`src/rtl/hex_keypad_pkg.sv`:
```
// Shared types and constants for the hex keypad scanner.
//   deb_state_e : debounce FSM states
//   scan_res_e  : outcome of one full four-column scan
//   KEYMAP      : hex code for each (row, column) key position, indexed [row][col]
package hex_keypad_pkg;

   typedef enum logic [1:0] {
      IDLE         = 2'd0,
      PRESS_WAIT   = 2'd1,
      PRESSED      = 2'd2,
      RELEASE_WAIT = 2'd3
   } deb_state_e;

   typedef enum logic [1:0] {
      NONE  = 2'd0,
      KEY   = 2'd1,
      MULTI = 2'd2
   } scan_res_e;

   // Bottom row: '*' reads as E, '#' reads as F.
   localparam logic [3:0] KEYMAP [4][4] = '{
      '{4'h1, 4'h2, 4'h3, 4'hA},
      '{4'h4, 4'h5, 4'h6, 4'hB},
      '{4'h7, 4'h8, 4'h9, 4'hC},
      '{4'hE, 4'h0, 4'hF, 4'hD}
   };

endpackage

```
`src/rtl/keypad_debounce.sv`:
```
// Debounce FSM for the keypad scanner, stepped once per completed scan.
// Ports:
//   clk, rst     : clock, asynchronous active-high reset
//   i_scan_done  : one-cycle strobe, a full scan result is on i_result/i_code
//   i_result     : NONE / KEY / MULTI (MULTI is handled like NONE)
//   i_code       : hex code of the single pressed key when i_result == KEY
//   o_key_valid  : one-cycle pulse when a press is accepted
//   o_key_code   : code of the last accepted key
//   o_key_held   : high from acceptance until the release is debounced
module keypad_debounce
   import hex_keypad_pkg::*;
#(
   parameter int unsigned DEBOUNCE_SCANS = 4
) (
   input  logic       clk,
   input  logic       rst,
   input  logic       i_scan_done,
   input  scan_res_e  i_result,
   input  logic [3:0] i_code,
   output logic       o_key_valid,
   output logic [3:0] o_key_code,
   output logic       o_key_held
);

   localparam int unsigned CNT_W = $clog2(DEBOUNCE_SCANS + 1);
   localparam logic [CNT_W-1:0] CNT_LAST = CNT_W'(DEBOUNCE_SCANS - 1);

   deb_state_e       r_state;
   logic [CNT_W-1:0] r_cnt;
   logic [3:0]       r_cand;
   logic             r_key_valid;
   logic [3:0]       r_key_code;
   logic             r_key_held;

   logic w_is_key;
   logic w_is_cand;
   logic w_is_held_key;

   assign w_is_key      = (i_result == KEY);
   assign w_is_cand     = w_is_key && (i_code == r_cand);
   assign w_is_held_key = w_is_key && (i_code == r_key_code);

   always_ff @(posedge clk or posedge rst) begin
      if (rst) begin
         r_state     <= IDLE;
         r_cnt       <= '0;
         r_cand      <= '0;
         r_key_valid <= 1'b0;
         r_key_code  <= '0;
         r_key_held  <= 1'b0;
      end else begin
         r_key_valid <= 1'b0;
         if (i_scan_done) begin
            case (r_state)
               IDLE: begin
                  if (w_is_key) begin
                     r_cand  <= i_code;
                     r_cnt   <= CNT_W'(1);
                     r_state <= PRESS_WAIT;
                  end
               end
               PRESS_WAIT: begin
                  if (w_is_cand) begin
                     // This scan is the DEBOUNCE_SCANS-th consecutive match.
                     if (r_cnt == CNT_LAST) begin
                        r_state     <= PRESSED;
                        r_key_valid <= 1'b1;
                        r_key_code  <= r_cand;
                        r_key_held  <= 1'b1;
                     end else begin
                        r_cnt <= r_cnt + CNT_W'(1);
                     end
                  end else if (w_is_key) begin
                     r_cand <= i_code;
                     r_cnt  <= CNT_W'(1);
                  end else begin
                     r_state <= IDLE;
                  end
               end
               PRESSED: begin
                  if (!w_is_held_key) begin
                     r_cnt   <= CNT_W'(1);
                     r_state <= RELEASE_WAIT;
                  end
               end
               RELEASE_WAIT: begin
                  if (w_is_held_key) begin
                     r_state <= PRESSED;
                  end else if (r_cnt == CNT_LAST) begin
                     r_state    <= IDLE;
                     r_key_held <= 1'b0;
                  end else begin
                     r_cnt <= r_cnt + CNT_W'(1);
                  end
               end
               default: r_state <= IDLE;
            endcase
         end
      end
   end

   assign o_key_valid = r_key_valid;
   assign o_key_code  = r_key_code;
   assign o_key_held  = r_key_held;

endmodule

```
`src/rtl/hex_keypad_scan.sv`:
```
// 4x4 hex keypad scanner with debounce and a 16-bit digit entry register.
// Ports:
//   clk, rst  : clock, asynchronous active-high reset
//   row       : keypad rows, active-low, asynchronous to clk
//   col       : keypad columns, active-low, one low at a time
//   clr       : synchronous clear of value (wins over a same-cycle key)
//   key_code  : code of the last accepted key
//   key_valid : one-cycle pulse per accepted press
//   key_held  : high while the accepted key is considered pressed
//   value     : entry register, newest digit in [3:0]
module hex_keypad_scan
   import hex_keypad_pkg::*;
#(
   parameter int unsigned SCAN_DIV       = 1000,
   parameter int unsigned DEBOUNCE_SCANS = 4
) (
   input  logic        clk,
   input  logic        rst,
   input  logic [3:0]  row,
   output logic [3:0]  col,
   input  logic        clr,
   output logic [3:0]  key_code,
   output logic        key_valid,
   output logic        key_held,
   output logic [15:0] value
);

   localparam int unsigned DIV_W = $clog2(SCAN_DIV);
   localparam logic [DIV_W-1:0] DIV_LAST = DIV_W'(SCAN_DIV - 1);

   logic [3:0]       r_row_meta;
   logic [3:0]       r_row_sync;
   logic [DIV_W-1:0] r_div;
   logic [1:0]       r_col_idx;
   // Running scan result for the columns sampled so far (count saturates at 2).
   logic [1:0]       r_acc_cnt;
   logic [1:0]       r_acc_row;
   logic [1:0]       r_acc_col;
   logic [15:0]      r_value;

   logic             w_sample;
   logic             w_scan_done;
   logic [3:0]       w_pressed;
   logic [2:0]       w_col_cnt;
   logic [1:0]       w_col_row;
   logic [1:0]       w_base_cnt;
   logic [2:0]       w_sum;
   logic [1:0]       w_sat_cnt;
   logic [1:0]       w_pos_row;
   logic [1:0]       w_pos_col;
   scan_res_e        w_result;
   logic [3:0]       w_code;
   logic             w_key_valid;
   logic [3:0]       w_key_code;
   logic             w_key_held;

   // Rows are asynchronous to clk; idle (released) value is all ones.
   always_ff @(posedge clk or posedge rst) begin
      if (rst) begin
         r_row_meta <= 4'hF;
         r_row_sync <= 4'hF;
      end else begin
         r_row_meta <= row;
         r_row_sync <= r_row_meta;
      end
   end

   assign w_sample    = (r_div == DIV_LAST);
   assign w_scan_done = w_sample && (r_col_idx == 2'd3);
   assign col         = ~(4'b0001 << r_col_idx);

   always_ff @(posedge clk or posedge rst) begin
      if (rst) begin
         r_div     <= '0;
         r_col_idx <= '0;
      end else if (w_sample) begin
         r_div     <= '0;
         r_col_idx <= r_col_idx + 2'd1;
      end else begin
         r_div <= r_div + DIV_W'(1);
      end
   end

   assign w_pressed = ~r_row_sync;

   always_comb begin
      w_col_cnt = '0;
      w_col_row = '0;
      for (int i = 0; i < 4; i++) begin
         if (w_pressed[i]) begin
            w_col_cnt = w_col_cnt + 3'd1;
            w_col_row = 2'(i);
         end
      end
   end

   // Column 0 starts a fresh scan, so ignore whatever the previous scan left behind.
   assign w_base_cnt = (r_col_idx == 2'd0) ? 2'd0 : r_acc_cnt;
   assign w_sum      = {1'b0, w_base_cnt} + w_col_cnt;
   assign w_sat_cnt  = (w_sum >= 3'd2) ? 2'd2 : w_sum[1:0];
   assign w_pos_row  = (w_col_cnt != 3'd0) ? w_col_row : r_acc_row;
   assign w_pos_col  = (w_col_cnt != 3'd0) ? r_col_idx : r_acc_col;

   always_ff @(posedge clk or posedge rst) begin
      if (rst) begin
         r_acc_cnt <= '0;
         r_acc_row <= '0;
         r_acc_col <= '0;
      end else if (w_sample) begin
         r_acc_cnt <= w_sat_cnt;
         r_acc_row <= w_pos_row;
         r_acc_col <= w_pos_col;
      end
   end

   // The column-3 sample completes the scan in the same cycle, so the FSM sees it directly.
   always_comb begin
      unique case (w_sat_cnt)
         2'd0:    w_result = NONE;
         2'd1:    w_result = KEY;
         default: w_result = MULTI;
      endcase
   end

   assign w_code = KEYMAP[w_pos_row][w_pos_col];

   keypad_debounce #(
      .DEBOUNCE_SCANS (DEBOUNCE_SCANS)
   ) u_debounce (
      .clk         (clk),
      .rst         (rst),
      .i_scan_done (w_scan_done),
      .i_result    (w_result),
      .i_code      (w_code),
      .o_key_valid (w_key_valid),
      .o_key_code  (w_key_code),
      .o_key_held  (w_key_held)
   );

   always_ff @(posedge clk or posedge rst) begin
      if (rst) begin
         r_value <= '0;
      end else if (clr) begin
         r_value <= '0;
      end else if (w_key_valid) begin
         r_value <= {r_value[11:0], w_key_code};
      end
   end

   assign key_valid = w_key_valid;
   assign key_code  = w_key_code;
   assign key_held  = w_key_held;
   assign value     = r_value;

endmodule

```
`config.mk`:
```
export PLATFORM = sky130hd
export DESIGN_NAME = hex_keypad_scan
export DESIGN_NICKNAME = d
export VERILOG_FILES = /design/src/rtl/hex_keypad_pkg.sv /design/src/rtl/keypad_debounce.sv /design/src/rtl/hex_keypad_scan.sv
export SDC_FILE = /design/constraint.sdc
export NUM_CORES = 1
export LEC_CHECK = 0
export CAP_MARGIN = 20
export CORE_ASPECT_RATIO = 1.5
export CORE_MARGIN = 1
export CORE_UTILIZATION = 45
export CTS_CLUSTER_DIAMETER = 200
export CTS_CLUSTER_SIZE = 40
export DETAILED_ROUTE_END_ITERATION = 6
export HOLD_SLACK_MARGIN = 0.02
export PLACE_DENSITY_LB_ADDON = 0.15
export SLEW_MARGIN = 20
export SYNTH_ARGS = -nofsm -noshare
export SYNTH_HDL_FRONTEND = slang
export SYNTH_HIERARCHICAL = 1
export SYNTH_SLANG_ARGS = --single-unit
```
`constraint.sdc`:
```
create_clock -name clk -period 5.12 [get_ports clk]
set_input_delay 1.024 -clock clk [delete_from_list [all_inputs] [get_ports clk]]
set_output_delay 1.024 -clock clk [all_outputs]
set_load 0.005 [all_outputs]
```
Word-level counts from Yosys, hierarchy flattened:

Cells that the tools add are included.

* order comparisons: 3
* reductions and logical operators: 15
* shift-type cells: 1
* add/subtract/negate cells: 7
* equality and inequality tests: 20
* muxes and demuxes: 47
* bitwise logic cells: 4

Operators with widths (count)
* two-way mux 16 bit: 4
* binary-select mux 16 bit (select 2 bit): 1
* two-way mux 2 bit: 13
* two-way mux 3 bit: 8
* two-way mux 4 bit: 4
* adder 3 x 1 -> 3 bit (second input constant): 4
* case mux 3 bit (4 select lines): 1
* AND reduction 6 bit: 2
* adder 10 x 1 -> 10 bit (second input constant): 1
* == test 10 bit (second input constant): 1
* two-way mux 1 bit: 10
* two-way mux 10 bit: 1
* binary-select mux 4 bit (select 2 bit): 1
* == test 4 bit: 2
* inequality test 2 x 1 -> 1 bit (second input constant): 4
* inverter 4 bit: 2
* case mux 2 bit (4 select lines): 1
* case mux 4 bit (2 select lines): 1
* == test 2 x 1 -> 1 bit (second input constant): 3
* == test 2 bit (second input constant): 3
* greater-or-equal comparator 3 bit (second input constant): 2
* logical NOT 2 bit: 3
* inequality test 2 bit (second input constant): 3
* inequality test 3 bit (second input constant): 2
* 14 further kinds: 20

* input bits: 7
* output and inout bits: 26
* register bits: 57
* logic and storage cells: 111

Longest topological paths before layout:

Gate-level depths: netlist of run 1.

* depth after elaboration: 22
* gate-level depth with buffers: 15

Cells and area by module:

The synthesis of run 1 kept the hierarchy.

Modules (own cells, without submodules)
* hex_keypad_scan: cells each 225, times used 1, area each 2309.7 um2, sequential area each 1061.0 um2
* keypad_debounce: cells each 76, times used 1, area each 844.6 um2, sequential area each 375.4 um2

Least setup slack after synthesis of run 1:

Ideal clock, no wire load.

* kind: register -> register
* start: reg r_row_sync[0]
* end: reg u_debounce.r_key_code[0], in the netlist u_debounce/o_key_code[0]
* arrival time: 3610 ps
* cell stages (with the launch flop): 14
* setup slack: 1385 ps
* period minus slack after synthesis: 3735 ps
* required time: 4995 ps
* path buffers: 0
* path through: dfstp_2 inv_1 ha_1 mux2_4 or3_4 a21boi_4 mux2_2 xnor2_1 a2bb2oi_1 xor2_1 nor4_4 nand3_1 nor2_4 mux2_2

* word-level cells in the longest chain between the ends: 20
* elaborated cells on any way between the ends: 29

RTL lines
* start: declaration: line hex_keypad_scan.sv:32 `logic [3:0] r_row_sync;`
* start signal: assignment: line hex_keypad_scan.sv:64 `r_row_sync <= r_row_meta;`
* inverter 4 bit (*): line hex_keypad_scan.sv:84 `assign w_pressed = ~r_row_sync;`
* two-way mux 1 bit (*): line hex_keypad_scan.sv:90 `if (w_pressed[i]) begin`
* adder 3 x 1 -> 3 bit: line hex_keypad_scan.sv:91 `w_col_cnt = w_col_cnt + 3'd1;`
* two-way mux 3 bit (*): line hex_keypad_scan.sv:90
* adder 3 x 1 -> 3 bit: line hex_keypad_scan.sv:91
* two-way mux 3 bit (*): line hex_keypad_scan.sv:90
* adder 3 x 1 -> 3 bit: line hex_keypad_scan.sv:91
* two-way mux 3 bit (*): line hex_keypad_scan.sv:90
* [3 not listed]
* binary-select mux 16 bit (select 2 bit): line hex_keypad_scan.sv:125 `assign w_code = KEYMAP[w_pos_row][w_pos_col];`
* two-way mux 16 bit (implied by the code) (2 in a row): line hex_keypad_scan.sv:125
* binary-select mux 4 bit (select 2 bit) (*): line hex_keypad_scan.sv:125
* two-way mux 4 bit (implied by the code) (*) (2 in a row): line hex_keypad_scan.sv:125
* named net w_code[3]: line hex_keypad_scan.sv:52 `logic [3:0] w_code;`
* == test 4 bit (*): line keypad_debounce.sv:40 `assign w_is_cand = w_is_key && (i_code == r_cand);`
* logical AND 1 bit (*): line keypad_debounce.sv:40
* AND reduction 4 bit (no source line) (*)
* end signal: assignment: line keypad_debounce.sv:68 `r_key_code <= r_cand;`
* end: declaration: line keypad_debounce.sv:32 `logic [3:0] r_key_code;`

Mark *: on every way through the listed nets, which the timed path passes. The rest lies on a longest branch. The select of a mux whose other input is x is not followed.
A chain may end at the register's enable or synchronous reset.

Final worst setup path of run 1:

* start: reg r_row_sync[0]
* end: reg u_debounce.r_key_code[1], in the netlist u_debounce/o_key_code[1]

The elaborated chain is that of the path after synthesis.

==> impl_metrics.yaml, run 1 <==
logic_synthesis:
  yosysUniqueCellTypes: 59
  yosys_register_bits: 57
  synth_top_area_share_pct: 38.9
  synthesis.nets: 320
  synth_flop_cell: "dfrtp_1"
  ys_async_sr_fraction_pct: 100
  synth_enable_flop_cells: 0
  avgSynthCellArea_um2: 10.5
  synth.area.top_cells: "dfrtp_1, dfstp_2, mux2i_1"
  syn_area_um2: 3150
  yosysTopAreaCell: "dfrtp_1"
  synth_seq_area_share_pct: 45.5
  synth_warnings: 6
  synth_cells: 301
final_layout:
  antenna_cells: 0
  final_util_pct: 54.4
  synthToLayoutAreaGrowth_pct: 17.3
  drive_gt1_share_pct: 15.8
  design_area_um2: 3700
  fillers: 593
  final_nets: 349
setup_path:
  crit_type: "flop to flop"
  worst_setup_path_end_kind: "flop"
  worst-r2r-setup-slack_ps: 900
  startpoint_type: "flop"
  worstPathMaxFanout: 14
  critPathArrivalTime_ps: 4440
  cp_data_required_time_ps: 5340
clocking:
  postCtsHoldBufs: 0
  cts-resized-gates: 0
  cts_max_path_buffers: 2
  root_buffer: "clkbuf_8"
  insertion_delay_ps: 330
  cts_inserted_buffers: 9
  htreeDepth: 3
  post_cts_buffers: 0
  clkTransAtPathRegs_ps: 70
  cts_sinks: 57
  cts_tree: "yes"
sta:
  rsz0062_at_grt: "no"
  drv_slew: 0
  hold_viol_final: 0
  tns_ps: 0
  finClkSkew_ps: 11.7
  fin_crit_sh_pct: 82.4
  slew-limit-headroom_pct: 42.3
  min_period_ps: 4220
  fin_hold_ws_ps: 356
  setup_viol: 0
  tightest_slew_ps: 865
  timing.fmax_ghz: 0.237
placed_design:
  placed_area_um2: 3510
  numPortBuffers: 32
  gp_congestion: 0.808
  dp_hpwl_um: 4160
grt:
  grt_max_degree: 43
  grt-ovfl-total: 0
  grt_first_pass_wirelength_um: 10200
  grt_pass1_vias: 2219
  grt.total_usage_pct: 17.5
  antenna_found_initial: 0
die:
  design.core.area_um2: 6810
  rows: 37
  die_area_um2: 7360
  initial_core_util_pct: 46.4
  die_w_um: 70.4
  die_y_um: 105
  ioPinCount: 33
detailed_routing:
  firstDrtPassIters: 4
  drcViolationCount: 0
  wirelength_um: 5930
  dr.first_iter.drc_count: 175
  ant_nets: 0
  via_per_inst: 5.38
  wl_per_cell_um: 14.3
  vias: 2220
power_and_ir_drop:
  vdd_drop_max_uv: 188
  p_leak_nw: 1.53
  total_power_w: 0.000954
  p_per_area_nw_per_um2: 258
status:
  outcome: "finished clean"
hold_path:
  min_path_type: "flop to flop"
run:
  maxCapViolCount: 0
-- cell type report --
| type | instances | area (µm²) | share of cell area (%) |
|---|---|---|---|
| Tap cell | 78 | 97.6 | 2.64 |
| Sequential cell | 57 | 1440 | 38.8 |
| Inverter | 18 | 70.1 | 1.89 |
| Clock buffer | 10 | 128 | 3.45 |
| Clock inverter | 6 | 60.1 | 1.62 |
| Multi-Input combinational cell | 211 | 1580 | 42.7 |
| Timing Repair Buffer | 33 | 328 | 8.86 |
-- sequential cells by signal, indices dropped and copies added (netlist names) --
register / flops
r_acc_row: 2
r_row_meta: 4
u_debounce/o_key_valid: 1
value: 16
u_debounce/o_key_code: 4
u_debounce/r_state: 2
r_acc_cnt: 2
u_debounce/r_cand: 4
r_col_idx: 2
r_div: 10
r_acc_col: 2
r_row_sync: 4
u_debounce/r_cnt: 3
u_debounce/o_key_held: 1
-- per-stage QoR --
stage          setup WS (ps)  cells
2_1_floorplan           1380    301
3_3_place_gp            1030    397
3_5_place_dp             919    397
4_1_cts                  899    413
5_1_grt                  647    413
6_report                 899    413
-- cell families (layout without fill, tap and decap cells) --
family | count (synthesis) | after routing | synth area share (%)
buffers and inverters | 33 | 67 | 4.36
adders and majority gates | 12 | 12 | 5.00
xor gates and xnor gates | 22 | 22 | 6.11
and+or+nand+nor | 94 | 94 | 14.9
AOI/OAI and AO/OA | 51 | 51 | 12.8
DFF | 57 | 57 | 45.5
muxes | 32 | 32 | 11.3
-- worst max-delay path, stage by stage, from the launching register on --
cell and delay (ps):
dfstp_2 540, inv_1 60, ha_1 450, or3_4 460, a21boi_4 400, mux2_2 420, xnor2_1 160, a2bb2oi_1 300
xor2_1 150, nor4_4 380, nand3_1 230, nor2_4 200, mux2_2 350
-- metal layers --
| layer | GRT usage (%) | vias to the layer above | share of wire (%) |
|---|---|---|---|
| met5 | 0 | - | 0 |
| met4 | 7.14 | 0 | 1.9 |
| met3 | 4.82 | 11 | 3.7 |
| met2 | 28.2 | 35 | 50 |
| met1 | 22.0 | 1080 | 45 |
| li1 | - | 1094 | - |
-- final timing paths --
kind	startpoint	to	cells after the start
min in group asynchronous	rst	u_debounce/o_key_code[1]	2
setup / recovery	r_row_sync[0]	u_debounce/o_key_code[1]	12
max in group asynchronous	rst	r_row_meta[2]	3
hold reg to reg	r_row_meta[1]	r_row_sync[1]	0
hold / removal	r_row_meta[1]	r_row_sync[1]	0
setup reg to reg	r_row_sync[0]	u_debounce/o_key_code[1]	12
-- synth_stat cells (2+ instances only) --
| cell type | n |
|---|---|
| mux2_4 | 2 |
| o211ai_1 | 2 |
| clkbuf_1 | 10 |
| a21oi_1 | 7 |
| inv_1 | 16 |
| mux2i_1 | 19 |
| nand2_1 | 24 |
| ha_1 | 11 |
| a2bb2oi_1 | 2 |
| xor2_1 | 9 |
| a22o_1 | 2 |
| nor2_1 | 36 |
| a221oi_2 | 2 |
| a31oi_1 | 4 |
| nor2b_1 | 7 |
| o21ai_0 | 14 |
| dfrtp_1 | 49 |
| o31ai_1 | 4 |
| mux2_2 | 10 |
| dfstp_2 | 8 |
| nand3_1 | 9 |
| xnor2_1 | 13 |
| buf_1 | 3 |
| and3_1 | 3 |
-- cell usage in the layout, fill, tap and decap left out, drive strengths merged, types with 4 or more instances in the layout --
cell	instances
mux2i	19
xnor2	13
a22o	4
inv	18
nor2	37
clkbuf	10
nand2	24
xor2	9
o21ai	15
dfrtp	49
mux2	12
nand3	9
clkdlybuf4s50	32
a21oi	7
nor2b	7
ha	11
a31oi	5
o31ai	4
dfstp	8
-- report_power, final --
| group | switching, W | internal (W) |
|---|---|---|
| Clock | 0.000178 | 0.000222 |
| Combinational | 0.0000555 | 0.0000376 |
| Sequential | 0.00000410 | 0.000456 |
| Total | 0.000238 | 0.000716 |
Power figures use the tool's default switching activity.
==> inputs of run 2 (changes only) <==
clock period = 3.9 ns   (was 5.12 ns; I/O delays follow)
==> run 2 against run 1 <==
Power grew 46%. First-iteration DRC count shrank 41%. Sequential share of layout area is 3.1 points lower. Combinational power up 75%. Non-clock buffer count is 20 higher. Highest routed layer unchanged. Largest cell class unchanged. Via count rose by 2.3%. Fmax grew 9.2%. Clock skew fell by 5.1 ps.
==> impl_metrics.yaml, run 2 (same netlist as run 1, synthesis figures left out) <==
final_layout:
  layout_commonest_cell: "dfrtp_1"
  design_area_um2: 4020
  fillers: 582
  synthToLayoutAreaGrowth_pct: 27.5
  antenna_cells: 0
  largest_reg_flops: 16
  drive_gt1_share_pct: 24.2
  layout_common_cells: "dfrtp_1, nor2_1, clkdlybuf4s50_1"
  final_nets: 369
sta:
  min_period_ps: 3860
  hold_viol_final: 0
  finClkSkew_ps: 6.67
  drv_slew: 0
  tns_ps: 0
  timing.fmax_ghz: 0.259
  slew-limit-headroom_pct: 61.3
  tightest_slew_ps: 579
  fin_crit_sh_pct: 99.1
  setup_viol: 0
clocking:
  insertion_delay_ps: 340
  root_buffer: "clkbuf_8"
  cts_inserted_buffers: 9
  cts_sinks: 57
  cts_tree: "yes"
  cts_max_path_buffers: 2
  clkTransAtPathRegs_ps: 70
  htreeDepth: 3
  postCtsHoldBufs: 0
grt:
  use_met2_pct: 27.8
  top_usage_layer: "met2"
  grt_pass1_vias: 2143
  grt_first_pass_wirelength_um: 10100
  grt_max_degree: 43
  grt.total_usage_pct: 17.7
  use_met3_pct: 4.34
  grt-ovfl-total: 0
  grt_use_met1_pct: 22.4
  antenna_found_initial: 0
die:
  initial_core_util_pct: 46.4
  die_y_um: 105
  die_w_um: 70.4
  ioPinCount: 33
  design.core.area_um2: 6810
  die_area_um2: 7360
  rows: 37
setup_path:
  path_buf_inv: 4
  critPathArrivalTime_ps: 4090
  reg2regPathDepth: 16
  worstReg2RegEnd: "u_debounce/o_key_code[3]"
  crit_type: "flop to flop"
  max_stage_delay_ps: 490
  startpoint_type: "flop"
  crit_chain: "inv_4 > ha_4 > buf_4 > nor2b_1 > mux4_2 > a21boi_4 > buf_6 > a22o_4 > a22o_1 > a221oi_2 > xor2_1 > nor4_4 > buf_4 > nand3_4 > nor2_4 > mux2_2"
  r2r_start: "r_row_sync[0]"
  cp_data_required_time_ps: 4130
  worst_setup_path_end_kind: "flop"
  worstPathMaxFanout: 11
  crit_slowest_cell: "mux4_2"
  crit_family: "compound AO/OA/AOI/OAI gates"
  worst-r2r-setup-slack_ps: 40
  crit_top_cell: "buf_4"
detailed_routing:
  wirelength_um: 6450
  via_per_inst: 5.24
  vias: 2271
  dr.first_iter.drc_count: 103
  ant_nets: 0
  wl_per_cell_um: 14.9
  drcViolationCount: 0
  firstDrtPassIters: 4
hold_path:
  worstHoldStart: "r_row_meta[3]"
  holdPathStages: 0
  min_path_type: "flop to flop"
  min_to: "r_row_sync[3]"
placed_design:
  dp_hpwl_um: 4230
  gp_congestion: 0.815
  numPortBuffers: 32
  placed_area_um2: 3580
status:
  outcome: "finished clean"
power_and_ir_drop:
  vdd_drop_max_uv: 418
  p_per_area_nw_per_um2: 347
  p_leak_nw: 1.67
run:
  maxCapViolCount: 0
-- run 2: changes by cell type in the layout (fill, tap and decap cells not counted), moves of 2 or more --
| cell | previous run | this run |
|---|---|---|
| buf_4 | 1 | 20 |
| clkbuf_8 | 9 | 11 |
| ha_1 | 11 | 8 |
| o21ai_1 | 1 | 3 |
| inv_1 | 16 | 14 |
| xnor2_2 | 0 | 2 |
| xnor2_1 | 13 | 11 |
| o21ai_0 | 14 | 12 |
| inv_4 | 1 | 3 |
| ha_4 | 0 | 3 |
-- run 2: worst reg2reg max path, stage by stage (launching register included) --
cell and delay, ps:
dfstp_2 400, inv_4 80, ha_4 140, buf_4 110, nor2b_1 50, mux4_2 490, a21boi_4 180, buf_6 150
a22o_4 290, a22o_1 230, a221oi_2 350, xor2_1 170, nor4_4 320, buf_4 160, nand3_4 90, nor2_4 190
mux2_2 350
-- run 2: routing by layer --
| layer | share of wire [%] | wire length, µm |
|---|---|---|
| met1 | 46 | 2950 |
| met2 | 48 | 3080 |
| met3 | 3.7 | 236 |
| met4 | 2.9 | 188 |
| met5 | 0 | 0 |
-- run 2: timing repair --
item | in CTS | in global routing
resized for setup | 0 | 25
endpoints found under the hold margin | 0 | 0
setup endpoints to repair | 0 | 10
setup buffers | 0 | 11
-- run 2: where the power goes --
group	leakage (nW)	internal (W)	switching (W)
combinational	0.798	0.0000750	0.0000877
clock	0.115	0.000392	0.000236
sequential	0.755	0.000599	0.00000544
-- run 2: cell type report --
type | instances | area, µm² | share of cell area, %
Tap cell | 78 | 97.6 | 2.43
Multi-Input combinational cell | 211 | 1700 | 42.3
Timing Repair Buffer | 53 | 482 | 12.0
Sequential cell | 57 | 1440 | 35.7
Clock buffer | 11 | 151 | 3.76
Clock inverter | 5 | 77.6 | 1.93
Inverter | 18 | 75.1 | 1.87
-- run 2: metrics by stage --
stage / utilization, % / hold slack, ps / worst slack [ps] / total power [W] / cells
floorplan: - / 345 / 165 / 0.000713 / 301
global placement: 52.6 / 346 / 65.5 / 0.000745 / 406
detailed placement: 52.6 / 347 / 53.1 / 0.000746 / 406
CTS: 56.0 / 355 / 35.3 / 0.00138 / 422
global route: 59.1 / 359 / -79.6 / 0.00145 / 433
finish: 59.1 / 352 / 36.1 / 0.00140 / 433
-- run 2: how the worst max path moves through the flow --
stage | start | to | slack [ps] | cells past startpoint
2_1_floorplan | r_row_sync[0] | u_debounce/o_key_code[0] | 160 | 13
3_3_place_gp | r_row_sync[0] | u_debounce/r_cnt[1] | 70 | 14
3_5_place_dp | r_row_sync[0] | u_debounce/r_cnt[1] | 50 | 15
4_1_cts | r_row_sync[0] | u_debounce/r_cnt[1] | 40 | 15
5_1_grt | r_row_sync[0] | u_debounce/r_state[1] | -80 | 17
6_report | r_row_sync[0] | u_debounce/o_key_code[3] | 40 | 16
==> inputs of run 3 (changes only) <==
--- a/constraint.sdc
+++ b/constraint.sdc
@@ -3,2 +3,2 @@
 set_output_delay 0.78 -clock clk [all_outputs]
-set_load 0.005 [all_outputs]
+set_load 0.02 [all_outputs]
==> run 3 against run 2 <==
Die area unchanged. Power shrank 13%. Via count decreased by 0.40%. Critical path depth fell by 3. Core utilization fell by 1.9 points. First-iteration DRC count is 9.7% lower. Sequential power is essentially flat. Count of clock-buffer cells in the layout fell by 1. Non-clock buffer count is 7 lower. Cell area down 3.3%. Fmax is 2.0% higher.
==> impl_metrics.yaml, run 3 (same netlist as run 1, synthesis figures left out) <==
grt:
  grt_max_degree: 43
  grt.total_usage_pct: 18.4
  antenna_found_initial: 0
  grt_first_pass_wirelength_um: 10600
  grt_pass1_vias: 2246
  grt-ovfl-total: 0
final_layout:
  drive_gt1_share_pct: 22.7
  register_area_um2: 1440
  layout_common_cells: "dfrtp_1, nor2_1, clkdlybuf4s50_1"
  largest_reg_flops: 16
  synthToLayoutAreaGrowth_pct: 23.3
  multi_input_area_um2: 1690
  fillers: 601
  layout_commonest_cell: "dfrtp_1"
  antenna_cells: 0
  final_nets: 362
detailed_routing:
  ant_nets: 0
  vias: 2262
  wl_per_cell_um: 14.5
  dr.first_iter.drc_count: 93
  via_per_inst: 5.31
  drcViolationCount: 0
  wirelength_um: 6190
  firstDrtPassIters: 4
placed_design:
  dp_hpwl_um: 4380
  numPortBuffers: 32
  gp_congestion: 0.829
setup_path:
  crit_slowest_cell: "dfstp_4"
  crit_type: "flop to flop"
  worstPathMaxFanout: 15
  crit_chain: "nor2_1 > mux4_2 > a21boi_4 > buf_6 > a22o_4 > a22o_1 > a221oi_2 > xor2_1 > nor4_4 > buf_4 > nor2_1 > or3b_1 > a31oi_1"
  max_stage_delay_ps: 720
  critPathArrivalTime_ps: 4050
  startpoint_type: "flop"
  worst_setup_path_end_kind: "flop"
  cp_data_required_time_ps: 4160
  crit_top_cell: "nor2_1"
die:
  design.core.area_um2: 6810
  die_y_um: 105
  die_area_um2: 7360
  rows: 37
  initial_core_util_pct: 46.4
  ioPinCount: 33
  die_w_um: 70.4
clocking:
  cts_sinks: 57
  root_buffer: "clkbuf_8"
  cts_max_path_buffers: 2
  insertion_delay_ps: 340
  cts_tree: "yes"
  clkTransAtPathRegs_ps: 70
  postCtsHoldBufs: 0
  cts_inserted_buffers: 9
  htreeDepth: 3
run:
  maxCapViolCount: 0
sta:
  fin_hold_ws_ps: 351
  timing.fmax_ghz: 0.264
  min_period_ps: 3790
  fin_crit_sh_pct: 97.1
  setup_viol: 0
  slew-limit-headroom_pct: 58.6
  finClkSkew_ps: 6.53
  drv_slew: 0
  tightest_slew_ps: 620
  hold_viol_final: 0
hold_path:
  min_path_type: "flop to flop"
power_and_ir_drop:
  p_per_area_nw_per_um2: 313
  total_power_w: 0.00122
  vdd_drop_max_uv: 239
  p_leak_nw: 1.60
status:
  outcome: "finished clean"
run 3: path summary, 6_finish.rpt:
path	start	to	slack, ps	cells past startpoint
worst max-delay path	r_row_sync[3]	u_debounce/r_cnt[2]	110	13
worst min-delay path	r_row_meta[2]	r_row_sync[2]	350	0
worst max register to register	r_row_sync[3]	u_debounce/r_cnt[2]	110	13
worst min register to register	r_row_meta[2]	r_row_sync[2]	350	0
max in group asynchronous	rst	r_row_meta[2]	2620	3
min in group asynchronous	rst	u_debounce/r_cand[3]	840	2
run 3: layout make-up:
type                            instances  area share, %
Multi-Input combinational cell        211           43.5
Sequential cell                        57           37.0
Timing Repair Buffer                   46           11.0
Clock buffer                           10           3.28
Tap cell                               78           2.51
Inverter                               18           1.80
Clock inverter                          6          0.901
run 3: power breakdown:
part	total (W)	switching (W)	internal (W)
registers	0.000605	0.00000599	0.000599
clock network	0.000461	0.000236	0.000225
logic	0.000150	0.0000834	0.0000670
total	0.00122	0.000325	0.000892
run 3: through the flow:
stage | worst slack, ps | instances | TNS (ps) | util [%] | instance area [µm²]
4_1_cts | 25.5 | 422 | 0 | 55.2 | 3750
3_5_place_dp | -5.69 | 406 | -5.69 | 52.6 | 3580
2_1_floorplan | 165 | 301 | 0 | - | 3150
6_report | 111 | 426 | 0 | 57.2 | 3890
3_3_place_gp | 28.1 | 406 | 0 | 52.6 | 3580
5_1_grt | -30.2 | 426 | -77.0 | 57.2 | 3890
run 3: layer usage:
layer,share of wire [%],GRT usage [%],vias up
li1,-,-,1120
met1,45,22.8,1092
met2,49,29.3,36
met3,3.3,4.05,14
met4,2.6,10.1,0
met5,0,0,-
run 3: critical path: cells and delay by family (launching register included):
| kind | cells | cell delay, ps |
|---|---|---|
| flip-flops | 1 | 720 |
| multiplexers | 1 | 480 |
| AND/OR/NAND/NOR | 4 | 820 |
| XOR/XNOR | 1 | 160 |
| AO/OA/AOI/OAI | 5 | 1170 |
| buffers and inverters | 2 | 340 |
run 3: timing repair:
| action | 4_1_cts | 5_1_grt |
|---|---|---|
| setup buffers | 0 | 4 |
| resized for setup | 3 | 19 |
| pin swaps | 0 | 7 |
| endpoints found under the setup margin | 2 | 12 |
